`src/rtl/key_matrix_scanner.sv`:
```
// key_matrix_scanner: scans a COLS x ROWS active-low key matrix, debounces each key
// and queues {pressed, key_index} events in a FIFO read over valid/ready.
module key_matrix_scanner #(
    parameter int COLS       = 4,
    parameter int ROWS       = 4,
    parameter int SCAN_DIV   = 1000,
    parameter int DEB_SCANS  = 8,
    parameter int FIFO_DEPTH = 8
) (
    input  logic                            clk,
    input  logic                            resetn,
    input  logic                            en,
    output logic [COLS-1:0]                 key_col,
    input  logic [ROWS-1:0]                 key_row,
    output logic [COLS*ROWS-1:0]            key_state,
    output logic                            evt_valid,
    output logic [$clog2(COLS*ROWS):0]      evt_data,
    input  logic                            evt_ready,
    output logic                            overflow,
    input  logic                            overflow_clr
);
    localparam int NK = COLS * ROWS;
    localparam int KW = $clog2(NK);
    localparam int CW = $clog2(COLS);
    localparam int RW = (ROWS > 1) ? $clog2(ROWS) : 1;
    localparam int DW = (SCAN_DIV > 2) ? $clog2(SCAN_DIV) : 1;
    localparam int NW = $clog2(DEB_SCANS + 1);
    localparam int PW = $clog2(FIFO_DEPTH);

    localparam logic [1:0] IDLE   = 2'd0;
    localparam logic [1:0] SETTLE = 2'd1;
    localparam logic [1:0] EVAL   = 2'd2;

    logic [ROWS-1:0] sync1_q, sync2_q, sample_q, sample_d;
    logic [1:0]      state_q, state_d;
    logic [CW-1:0]   col_q, col_d;
    logic [DW-1:0]   div_q, div_d;
    logic [RW-1:0]   row_q, row_d;
    logic [NW-1:0]   cnt_q [NK];
    logic [NW-1:0]   cnt_d [NK];
    logic [NK-1:0]   key_state_q, key_state_d;
    logic [KW:0]     mem_q [FIFO_DEPTH];
    logic [KW:0]     mem_d [FIFO_DEPTH];
    logic [PW-1:0]   wr_q, wr_d, rd_q, rd_d;
    logic [PW:0]     fill_q, fill_d;
    logic            overflow_q, overflow_d;
    logic [KW-1:0]   key_idx;
    logic            push, pop, full, do_push, drop;
    logic [KW:0]     push_data;

    // One key is evaluated per EVAL cycle, so at most one push per cycle.
    always_comb begin
        key_idx     = KW'(int'(col_q) * ROWS + int'(row_q));
        state_d     = state_q;
        col_d       = col_q;
        div_d       = div_q;
        row_d       = row_q;
        sample_d    = sample_q;
        cnt_d       = cnt_q;
        key_state_d = key_state_q;
        push        = 1'b0;
        push_data   = '0;
        if (state_q == IDLE && en)
            state_d = SETTLE;
        if (state_q == SETTLE) begin
            if (div_q == DW'(SCAN_DIV - 1)) begin
                div_d    = '0;
                sample_d = ~sync2_q;
                state_d  = EVAL;
            end else begin
                div_d = div_q + 1'b1;
            end
        end
        if (state_q == EVAL) begin
            if (sample_q[row_q] == key_state_q[key_idx]) begin
                cnt_d[key_idx] = '0;
            end else if (cnt_q[key_idx] == NW'(DEB_SCANS - 1)) begin
                cnt_d[key_idx]       = '0;
                key_state_d[key_idx] = ~key_state_q[key_idx];
                push                 = 1'b1;
                push_data            = {~key_state_q[key_idx], key_idx};
            end else begin
                cnt_d[key_idx] = cnt_q[key_idx] + 1'b1;
            end
            if (row_q == RW'(ROWS - 1)) begin
                row_d   = '0;
                col_d   = (col_q == CW'(COLS - 1)) ? '0 : col_q + 1'b1;
                state_d = SETTLE;
            end else begin
                row_d = row_q + 1'b1;
            end
        end
        // Disabling wins over the scan but lets this cycle's key update and push land.
        if (!en) begin
            state_d = IDLE;
            col_d   = '0;
            div_d   = '0;
            row_d   = '0;
            for (int i = 0; i < NK; i++)
                cnt_d[i] = '0;
        end
    end

    always_comb begin
        full       = fill_q == (PW+1)'(FIFO_DEPTH);
        pop        = evt_valid & evt_ready;
        do_push    = push & (~full | pop);
        drop       = push & full & ~pop;
        wr_d       = wr_q + PW'(do_push);
        rd_d       = rd_q + PW'(pop);
        fill_d     = fill_q + (PW+1)'(do_push) - (PW+1)'(pop);
        overflow_d = drop | (overflow_q & ~overflow_clr);
        mem_d      = mem_q;
        if (do_push)
            mem_d[wr_q] = push_data;
    end

    always_ff @(posedge clk or negedge resetn) begin
        if (!resetn) begin
            sync1_q     <= '1;
            sync2_q     <= '1;
            sample_q    <= '0;
            state_q     <= IDLE;
            col_q       <= '0;
            div_q       <= '0;
            row_q       <= '0;
            key_state_q <= '0;
            wr_q        <= '0;
            rd_q        <= '0;
            fill_q      <= '0;
            overflow_q  <= 1'b0;
            for (int i = 0; i < NK; i++)
                cnt_q[i] <= '0;
            for (int i = 0; i < FIFO_DEPTH; i++)
                mem_q[i] <= '0;
        end else begin
            sync1_q     <= key_row;
            sync2_q     <= sync1_q;
            sample_q    <= sample_d;
            state_q     <= state_d;
            col_q       <= col_d;
            div_q       <= div_d;
            row_q       <= row_d;
            key_state_q <= key_state_d;
            wr_q        <= wr_d;
            rd_q        <= rd_d;
            fill_q      <= fill_d;
            overflow_q  <= overflow_d;
            cnt_q       <= cnt_d;
            mem_q       <= mem_d;
        end
    end

    assign key_col   = (state_q == IDLE) ? '1 : ~(COLS'(1) << col_q);
    assign key_state = key_state_q;
    assign evt_valid = fill_q != '0;
    assign evt_data  = mem_q[rd_q];
    assign overflow  = overflow_q;
endmodule

```
`config.mk`:
```
export PLATFORM = sky130hd
export DESIGN_NAME = key_matrix_scanner
export DESIGN_NICKNAME = d
export VERILOG_FILES = /design/src/rtl/key_matrix_scanner.sv
export SDC_FILE = /design/constraint.sdc
export NUM_CORES = 1
export LEC_CHECK = 0
export CAP_MARGIN = 20
export CORE_ASPECT_RATIO = 1.4
export CORE_MARGIN = 4
export CORE_UTILIZATION = 57
export CTS_BUF_LIST = sky130_fd_sc_hd__clkbuf_4 sky130_fd_sc_hd__clkbuf_8
export CTS_CLUSTER_SIZE = 12
export DETAILED_ROUTE_END_ITERATION = 10
export GPL_ROUTABILITY_DRIVEN = 0
export PLACE_DENSITY = 0.81
export SKIP_LAST_GASP = 1
export SYNTH_ARGS = -nofsm -noshare
export SYNTH_HDL_FRONTEND = slang
export SYNTH_SLANG_ARGS = --single-unit
```
`constraint.sdc`:
```
create_clock -name clk -period 9.5 [get_ports clk]
set_input_delay 1.9 -clock clk [delete_from_list [all_inputs] [get_ports clk]]
set_output_delay 1.9 -clock clk [all_outputs]
set_load 0.02 [all_outputs]
```
# [Yosys cells after proc, flatten, opt, wreduce, memory -nomap -nowiden]
# Cells that the tools add are included.
[word_totals] reg_bits=159 out_inout_bits=27 input_bits=9
[op_classes] bitwise_logic=19 add_sub_neg=9 n_mux=46 magnitude_cmp=8 n_eq_ne=11 n_reduce_logical=9 shifts=1
[ops] cell="$mux W64" n=4
[ops] cell="$and A64 B64 Y64" n=1
[ops] cell="$bwmux W64" n=1
[ops] cell="$not A64 Y64" n=1
[ops] cell="$bwmux W40" n=1
[ops] cell="$mux W10" n=3
[ops] cell="$mux W5" n=6
[ops] cell="$mux W2" n=13
[ops] cell="$bmux W4 S4" n=1
[ops] cell="$bwmux W16" n=1
[ops] cell="$demux W4 S4" n=1
[ops] cell="$mux W4" n=4
[ops] cell="$bmux W5 S3" n=1
[ops] cell="$demux W5 S3" n=1
[ops] cell="$add A10 B1 Y10 const B" n=1
[ops] cell="$eq A10 B10 Y1 const B" n=1
[ops] cell="$ge A4 B4 Y1 const B" n=2
[ops] cell="$not A3 Y4" n=2
[ops] cell="$not A4 Y4" n=2
[ops] cell="$add A3 B1 Y3" n=2
[ops] cell="$eq A2 B2 Y1 const B" n=3
[ops] cell="$mux W1" n=6
[ops] cell="$ne A2 B1 Y1 const B" n=3
[ops] cell="$and A1 B1 Y1" n=5
[ops] cell="other kinds (27)" n=37

# [Longest topological paths before layout]
# Gate-level depths: netlist (run 1).
[depth] depth_word=12 ltp_mapped=18 mapped_depth_nobuf=14

# [Least setup slack after synthesis (run 1)]
# Ideal clock, no wire load.
[synth_path] kind="reg-to-reg" from="register row_q[1]" to="register fill_q[2]" path_slack_ps=5409 path_stages_with_launch=19 arrival_ps=3968 setup_time_ps=123 path_cell_list="dfrtp_1 -> buf_6 -> clkbuf_1 -> mux4_2 -> a22o_1 -> nor2_1 -> clkbuf_1 -> inv_1 -> ha_1 -> a21boi_0 -> nor4b_4 -> buf_2 -> nand3_1 -> ha_1 -> inv_1 -> ha_1 -> inv_1 -> fa_1 -> xnor2_1"
[synth_via] elab_chain_cells=12
[synth_rtl] element="start: declaration" line="38" text="logic [RW-1:0] row_q, row_d;"
[synth_rtl] element="start signal: assignment" line="143" text="row_q <= row_d;"
[synth_rtl] element="$add A4 B2 Y4" line="53" text="key_idx = KW'(int'(col_q) * ROWS + int'(row_q));"
[synth_rtl] element="$not A4 Y5 (not written as such)" line="77" text="end else if (cnt_q[key_idx] == NW'(DEB_SCANS - 1)) begin"
[synth_rtl] element="$bmux W4 S4" line="77"
[synth_rtl] element="$mux W4 (not written as such) (2 in a row)" line="77"
[synth_rtl] element="$eq A4 B3 Y1" line="77"
[synth_rtl] element="$mux W1" line="77"
[synth_rtl] element="$mux W1 (*)" line="75" text="if (sample_q[row_q] == key_state_q[key_idx]) begin"
[synth_rtl] element="$mux W1 (*)" line="74" text="if (state_q == EVAL) begin"
[synth_rtl] element="$and A1 B1 Y1 (*)" line="107" text="do_push = push & (~full | pop);"
[synth_rtl] element="$add A4 B1 Y4 (*)" line="111" text="fill_d = fill_q + (PW+1)'(do_push) - (PW+1)'(pop);"
[synth_rtl] element="$sub A4 B1 Y4 (*)" line="111"
[synth_rtl] element="net fill_d[2]" line="45" text="logic [PW:0] fill_q, fill_d;"
[synth_rtl] element="end signal: assignment" line="147" text="fill_q <= fill_d;"
[synth_rtl] element="end: declaration" line="45"
# The timed path passes the listed nets; every way through them passes the cells marked *. The select of a mux whose other input is x is not followed.
# A chain may end at the register's enable or synchronous reset.

# [Worst setup path after layout (run 1)]
[layout_path] from="register row_q[0]" to="register cnt_q[8] (netlist name)"
[layout_via] elab_chain_cells=12
[layout_rtl] element="branches (longest 9 deep; another with $add A4 B2 Y4)"
[layout_rtl] element="$mux W64 (*)" line="75"
[layout_rtl] element="$mux W64 (*)" line="74"
[layout_rtl] element="$mux W64 (*)" line="94" text="if (!en) begin"
[layout_rtl] element="end signal: assignment" line="149" text="cnt_q <= cnt_d;"
[layout_rtl] element="end: declaration" line="39" text="logic [NW-1:0] cnt_q [NK];"
# Every way passes the cells marked *. The select of a mux whose other input is x is not followed.

==> results.cfg, run 1 <==
[critical_path]
cp_max_fo = 29
end_kind = flop
required_ps = 9870
startpoint_type = flop
critical_path_class = flop to flop
cp.arrival_ps = 5080

[yosys]
async_flop_share = 1.00
yosysUniqueCellTypes = 49
synth_cells = 705
synth_edf_count = 0
ys_warn_count = 0
syn_area_mm2 = 0.00806
synth_fp_nets = 735
yosys_register_bits = 159
synthFlopType = dfrtp_1
synth_seq_area_share = 0.495
avgSynthCellArea_um2 = 11.4

[finish]
areaGrowthSynthToFinish_pct = 10.3
nFillCells = 1096
nNetsFinal = 751
multi_input_area_mm2 = 0.00382
drive_above_1_share = 0.210
antennaDiodeCount = 0
ff_latch_area_mm2 = 0.00399

[clock_network]
clock_latency_ps = 470
post_cts_buffers = 0
cts_max_level = 4
cts_sinks = 159
clockBufferDepth = 2
postCtsResizedCells = 0
cts-root-buf = clkbuf_8
cts_tree = yes
cts_buffers = 17
cts_hold_buffers = 0
cts.reportedPaths.clkPinSlew_ps = 90

[sta]
setup_viol_count_final = 0
max_freq_mhz = 212
hold_viol = 0
setup_tns_ps = 0
drv_slew = 0
period_share = 0.496
finalCriticalPeriod_ps = 4710
fin_skew_ps = 15.7
rsz0062_at_grt = false
worst_slew_pin_slew_ps = 1100
slew_headroom = 0.263

[power]
irDropWorstVdd_mv = 0.141
powerDensity_mw_per_mm2 = 151
p_leak_nw = 3.87
p_total_w = 0.00134

[floorplan]
die_x_um = 109
pin_count = 36
row_count = 51
start_util = 0.580
die_area_mm2 = 0.0161
core_area_mm2 = 0.0139
dieHeight_um = 149

[routing]
drt_first_pass_iters = 6
routedWlPerCell_um = 20.5
drt-vias-per-instance = 6.31
vias = 5802
ant_nets = 0
route.detailed.drc = 0
routed_wl_mm = 18.8
initialDrtViolationCount = 635

[global_route]
grt_pass1_vias = 6130
track_usage = 0.253
antenna_found_initial = 0
grt_start_max_net_pins = 96
grt_overflow_total = 0
grt_pass1_wl_mm = 31.4

[placement]
place_hpwl_mm = 13.1
place.port_buffers = 35

[worst_hold_path]
min_path_type = flop to flop

[job]
drv_cap = 0

[run_status]
status = completed
power breakdown:
part	switching, W	total (W)	leakage (nW)	internal [W]
Sequential	0.0000384	0.000735	2.18	0.000697
Clock	0.000272	0.000488	0.196	0.000215
Combinational	0.0000584	0.000116	1.50	0.0000573
Total	0.000369	0.00134	3.87	0.000970
worst paths after layout:
path	from	to	slack [ps]	depth (start not counted)
setup / recovery	row_q[0]$_DFFE_PN0P_	cnt_q[8]$_DFFE_PN0P_	4790	11
hold / removal	sync1_q[3]$_DFF_PN1_	sync2_q[3]$_DFF_PN1_	360	0
setup reg to reg	row_q[0]$_DFFE_PN0P_	cnt_q[8]$_DFFE_PN0P_	4790	11
hold reg to reg	sync1_q[3]$_DFF_PN1_	sync2_q[3]$_DFF_PN1_	360	0
max in group asynchronous	resetn	mem_q[6]$_DFFE_PN0P_	6570	2
min in group asynchronous	resetn	div_q[4]$_DFFE_PN0P_	1460	1
per-stage QoR:
step | setup slack (ps) | std cells | utilization | hold slack (ps) | instance area (um^2)
final | 4790 | 919 | 0.639 | 362 | 8890
after global routing | 4500 | 919 | 0.639 | 369 | 8890
after CTS | 4800 | 919 | 0.639 | 364 | 8890
after detailed placement | 4880 | 887 | 0.612 | 350 | 8510
after global placement | 5070 | 887 | 0.612 | 346 | 8510
after floorplan | 5410 | 705 | - | 345 | 8060
cells in the mapped netlist, types with 3 or more instances:
cell	number	area, um^2
o31ai_1	16	120
nand3b_1	3	22.5
a21oi_1	7	35.0
clkbuf_1	38	143
a22o_1	4	35.0
mux4_2	30	676
nand2b_1	5	31.3
xor2_1	4	35.0
dfstp_2	8	210
nor2_1	9	33.8
ha_1	20	250
nand2_1	87	327
nor4b_4	3	71.3
nor2b_1	9	56.3
and2_1	6	37.5
nor3_1	6	30.0
o21a_1	3	22.5
a21boi_0	36	270
o21ai_0	33	165
and3_1	20	125
mux2_2	63	709
nand3_1	88	440
dfrtp_1	151	3780
buf_2	4	20.0
inv_1	16	60.1
a22oi_1	4	30.0
critical path, stage by stage, from the launching register on:
cell and delay, ps:
dfrtp_1 330, buf_4 410, mux4_2 570, a22o_1 240
nor2_1 840, inv_1 120, ha_1 230, a21boi_0 190
a211oi_2 970, buf_4 360, nand3_1 100, a21boi_0 240
sequential cells by signal (all words and copies together) (netlist names), 4 cells and up:
name / cells
cnt_q: 64
sync2_q: 4
sync1_q: 4
fill_q: 4
mem_q: 40
sample_q: 4
div_q: 10
key_state: 16
placed cells by master (no fill, tap or decap), drive strengths merged, types with 6 or more instances in the layout:
cell / n
dfrtp: 151
nand3: 88
nand2: 87
mux2: 63
a21boi: 36
o21ai: 33
clkdlybuf4s50: 33
mux4: 31
inv: 24
and3: 20
ha: 20
clkbuf: 17
o31ai: 16
buf: 11
nor2: 9
nor2b: 9
dfstp: 8
a21oi: 7
and2: 6
nor3: 6
kinds of logic after synthesis:
group	share of synthesized area
buf+inv	0.0327
fa+ha+maj	0.0335
flops	0.495
mux	0.178
xor+xnor	0.00652
compound gates	0.0902
simple gates	0.165
layout make-up:
| class | instances | area share |
|---|---|---|
| repair buffers | 44 | 0.0466 |
| inverters | 16 | 0.00675 |
| clock buffers | 17 | 0.0263 |
| flip-flops and latches | 159 | 0.449 |
| multi-input cells | 483 | 0.429 |
| clock inverters | 15 | 0.0167 |
| well taps | 185 | 0.0260 |
per-layer routing:
metal  track usage  vias up  share of wire
li1              -     2581              -
met4         0.109        0          0.049
met1         0.301     2852           0.37
met5             0        -              0
met2         0.438      271           0.53
met3        0.0578       98          0.057
(Power assumes the default switching activity.)
==> inputs of run 2 (changes only) <==
--- a/config.mk
+++ b/config.mk
@@ -13,7 +13,7 @@
 export CTS_CLUSTER_SIZE = 12
 export DETAILED_ROUTE_END_ITERATION = 10
 export GPL_ROUTABILITY_DRIVEN = 0
-export PLACE_DENSITY = 0.81
+export PLACE_DENSITY = 0.84
 export SKIP_LAST_GASP = 1
 export SYNTH_ARGS = -nofsm -noshare
 export SYNTH_HDL_FRONTEND = slang
==> constraint.sdc (replaced) <==
create_clock -name clk -period 4.12 [get_ports clk]
set_input_delay 0.824 -clock clk [delete_from_list [all_inputs] [get_ports clk]]
set_output_delay 0.824 -clock clk [all_outputs]
set_load 0.02 [all_outputs]
==> run 2 against run 1 <==
Clock-buffer cell count is the same. Die area stayed put. Highest routed layer unchanged. Final area grew 0.70%.
==> results.cfg, run 2 (synthesized netlist as in run 1, its figures left out) <==
[run_status]
status = completed

[power]
p_leak_nw = 3.90
irDropWorstVdd_mv = 0.458
powerDensity_mw_per_mm2 = 345
p_total_w = 0.00309

[worst_hold_path]
min_from = sync1_q[2]$_DFF_PN1_
min_path_type = flop to flop
holdPathStages = 0
hold_path_end = sync2_q[2]$_DFF_PN1_

[global_route]
grt_overflow_total = 0
top_usage_layer = met2
grtUsageMet2 = 0.429
antenna_found_initial = 0
use_met1 = 0.302
grt_pass1_vias = 6310
grt_pass1_wl_mm = 32.2
grt_start_max_net_pins = 101
track_usage = 0.258
global_route.usage.met3 = 0.0486

[clock_network]
clockBufferDepth = 2
cts-root-buf = clkbuf_8
cts_buffers = 17
cts.reportedPaths.clkPinSlew_ps = 90
postCtsResizedCells = 0
post_cts_buffers = 0
cts_tree = yes
cts_max_level = 4
cts_sinks = 159
cts_hold_buffers = 0
clock_latency_ps = 460

[critical_path]
reg2reg_slack_ps = 550
worst-path-stages = 12
startpoint = row_q[0]$_DFFE_PN0P_
cp_top_family = compound AO/OA/AOI/OAI gates
end_kind = flop
path_cells = buf_4 -> mux4_2 -> a22o_1 -> nor2_1 -> inv_1 -> ha_1 -> a21boi_0 -> buf_4 -> a211oi_2 -> buf_12 -> nand3_1 -> a21boi_0
path_buf_inv = 4
cp.arrival_ps = 3930
critical_path_class = flop to flop
required_ps = 4480
slowest_stage = a211oi_2
max_stage_delay_ps = 690
startpoint_type = flop
r2r_cells = 12
cp_max_fo = 24
worst_r2r_startpoint = row_q[0]$_DFFE_PN0P_
r2r_end = cnt_q[37]$_DFFE_PN0P_

[sta]
finalCriticalPeriod_ps = 3570
setup_ws_ps = 552
hold_viol = 0
worst_slew_pin_slew_ps = 875
setup_tns_ps = 0
max_freq_mhz = 280
slew_headroom = 0.412
period_share = 0.866
fin_skew_ps = 12.8
rsz0062_at_grt = false
setup_viol_count_final = 0
drv_slew = 0

[floorplan]
row_count = 51
die_x_um = 109
dieHeight_um = 149
start_util = 0.580
die_area_mm2 = 0.0161
pin_count = 36
core_area_mm2 = 0.0139

[routing]
drt-vias-per-instance = 6.42
initialDrtViolationCount = 587
routed_wl_mm = 19.5
ant_nets = 0
route.detailed.drc = 0
drt_first_pass_iters = 6
routedWlPerCell_um = 21.1
vias = 5928

[finish]
nNetsFinal = 756
largest-register = cnt_q
final_cell_mix = 151 x dfrtp_1, 88 x nand3_1, 87 x nand2_1, 63 x mux2_2, 36 x a21boi_0
drive_above_1_share = 0.214
final_util = 0.644
areaGrowthSynthToFinish_pct = 11.1
final_common_cell = dfrtp_1
largest_reg_flops = 64
antennaDiodeCount = 0

[job]
drv_cap = 0

[placement]
place_hpwl_mm = 13.6
place.port_buffers = 35
post-place-ws_ps = 617
==> run 2: cell count changes in the layout (fill, tap and decap cells not counted), sizes merged <==
cell      change
buf           +5
clkinv        -2
clkinvlp      +1
inv           +1
==> run 2: worst max path at each step <==
stage,endpoint,slack [ps]
final,cnt_q[37]$_DFFE_PN0P_,550
after global routing,fill_q[2]$_DFF_PN0_,350
after CTS,evt_data[1],510
after detailed placement,fill_q[2]$_DFF_PN0_,620
after global placement,fill_q[1]$_DFF_PN0_,730
after floorplan,fill_q[2]$_DFF_PN0_,30
==> run 2: per-layer routing <==
| layer | up-vias | wire (um) |
|---|---|---|
| met5 | - | 0 |
| met4 | 0 | 1160 |
| met3 | 81 | 1110 |
| met2 | 294 | 10100 |
| met1 | 2944 | 7150 |
| li1 | 2609 | - |
==> run 2: layout make-up <==
type                       instances  area, um^2
timing repair buffer              49         477
inverter                          16        60.1
clock buffer                      17         234
clock inverter                    15         149
tap                              185         231
sequential                       159        3990
fill                            1084        4950
multi-input combinational        483        3820
==> run 2: per-stage QoR <==
stage	hold slack [ps]	cell area [um^2]	cells
floorplan	345	8060	705
global placement	347	8570	892
detailed placement	351	8570	892
CTS	364	8960	924
global route	368	8960	924
finish	362	8960	924
==> run 2: power breakdown <==
part | internal [W] | switching (W) | leakage (nW)
Combinational | 0.000132 | 0.000132 | 1.53
Clock | 0.000498 | 0.000633 | 0.192
Sequential | 0.00161 | 0.0000890 | 2.18
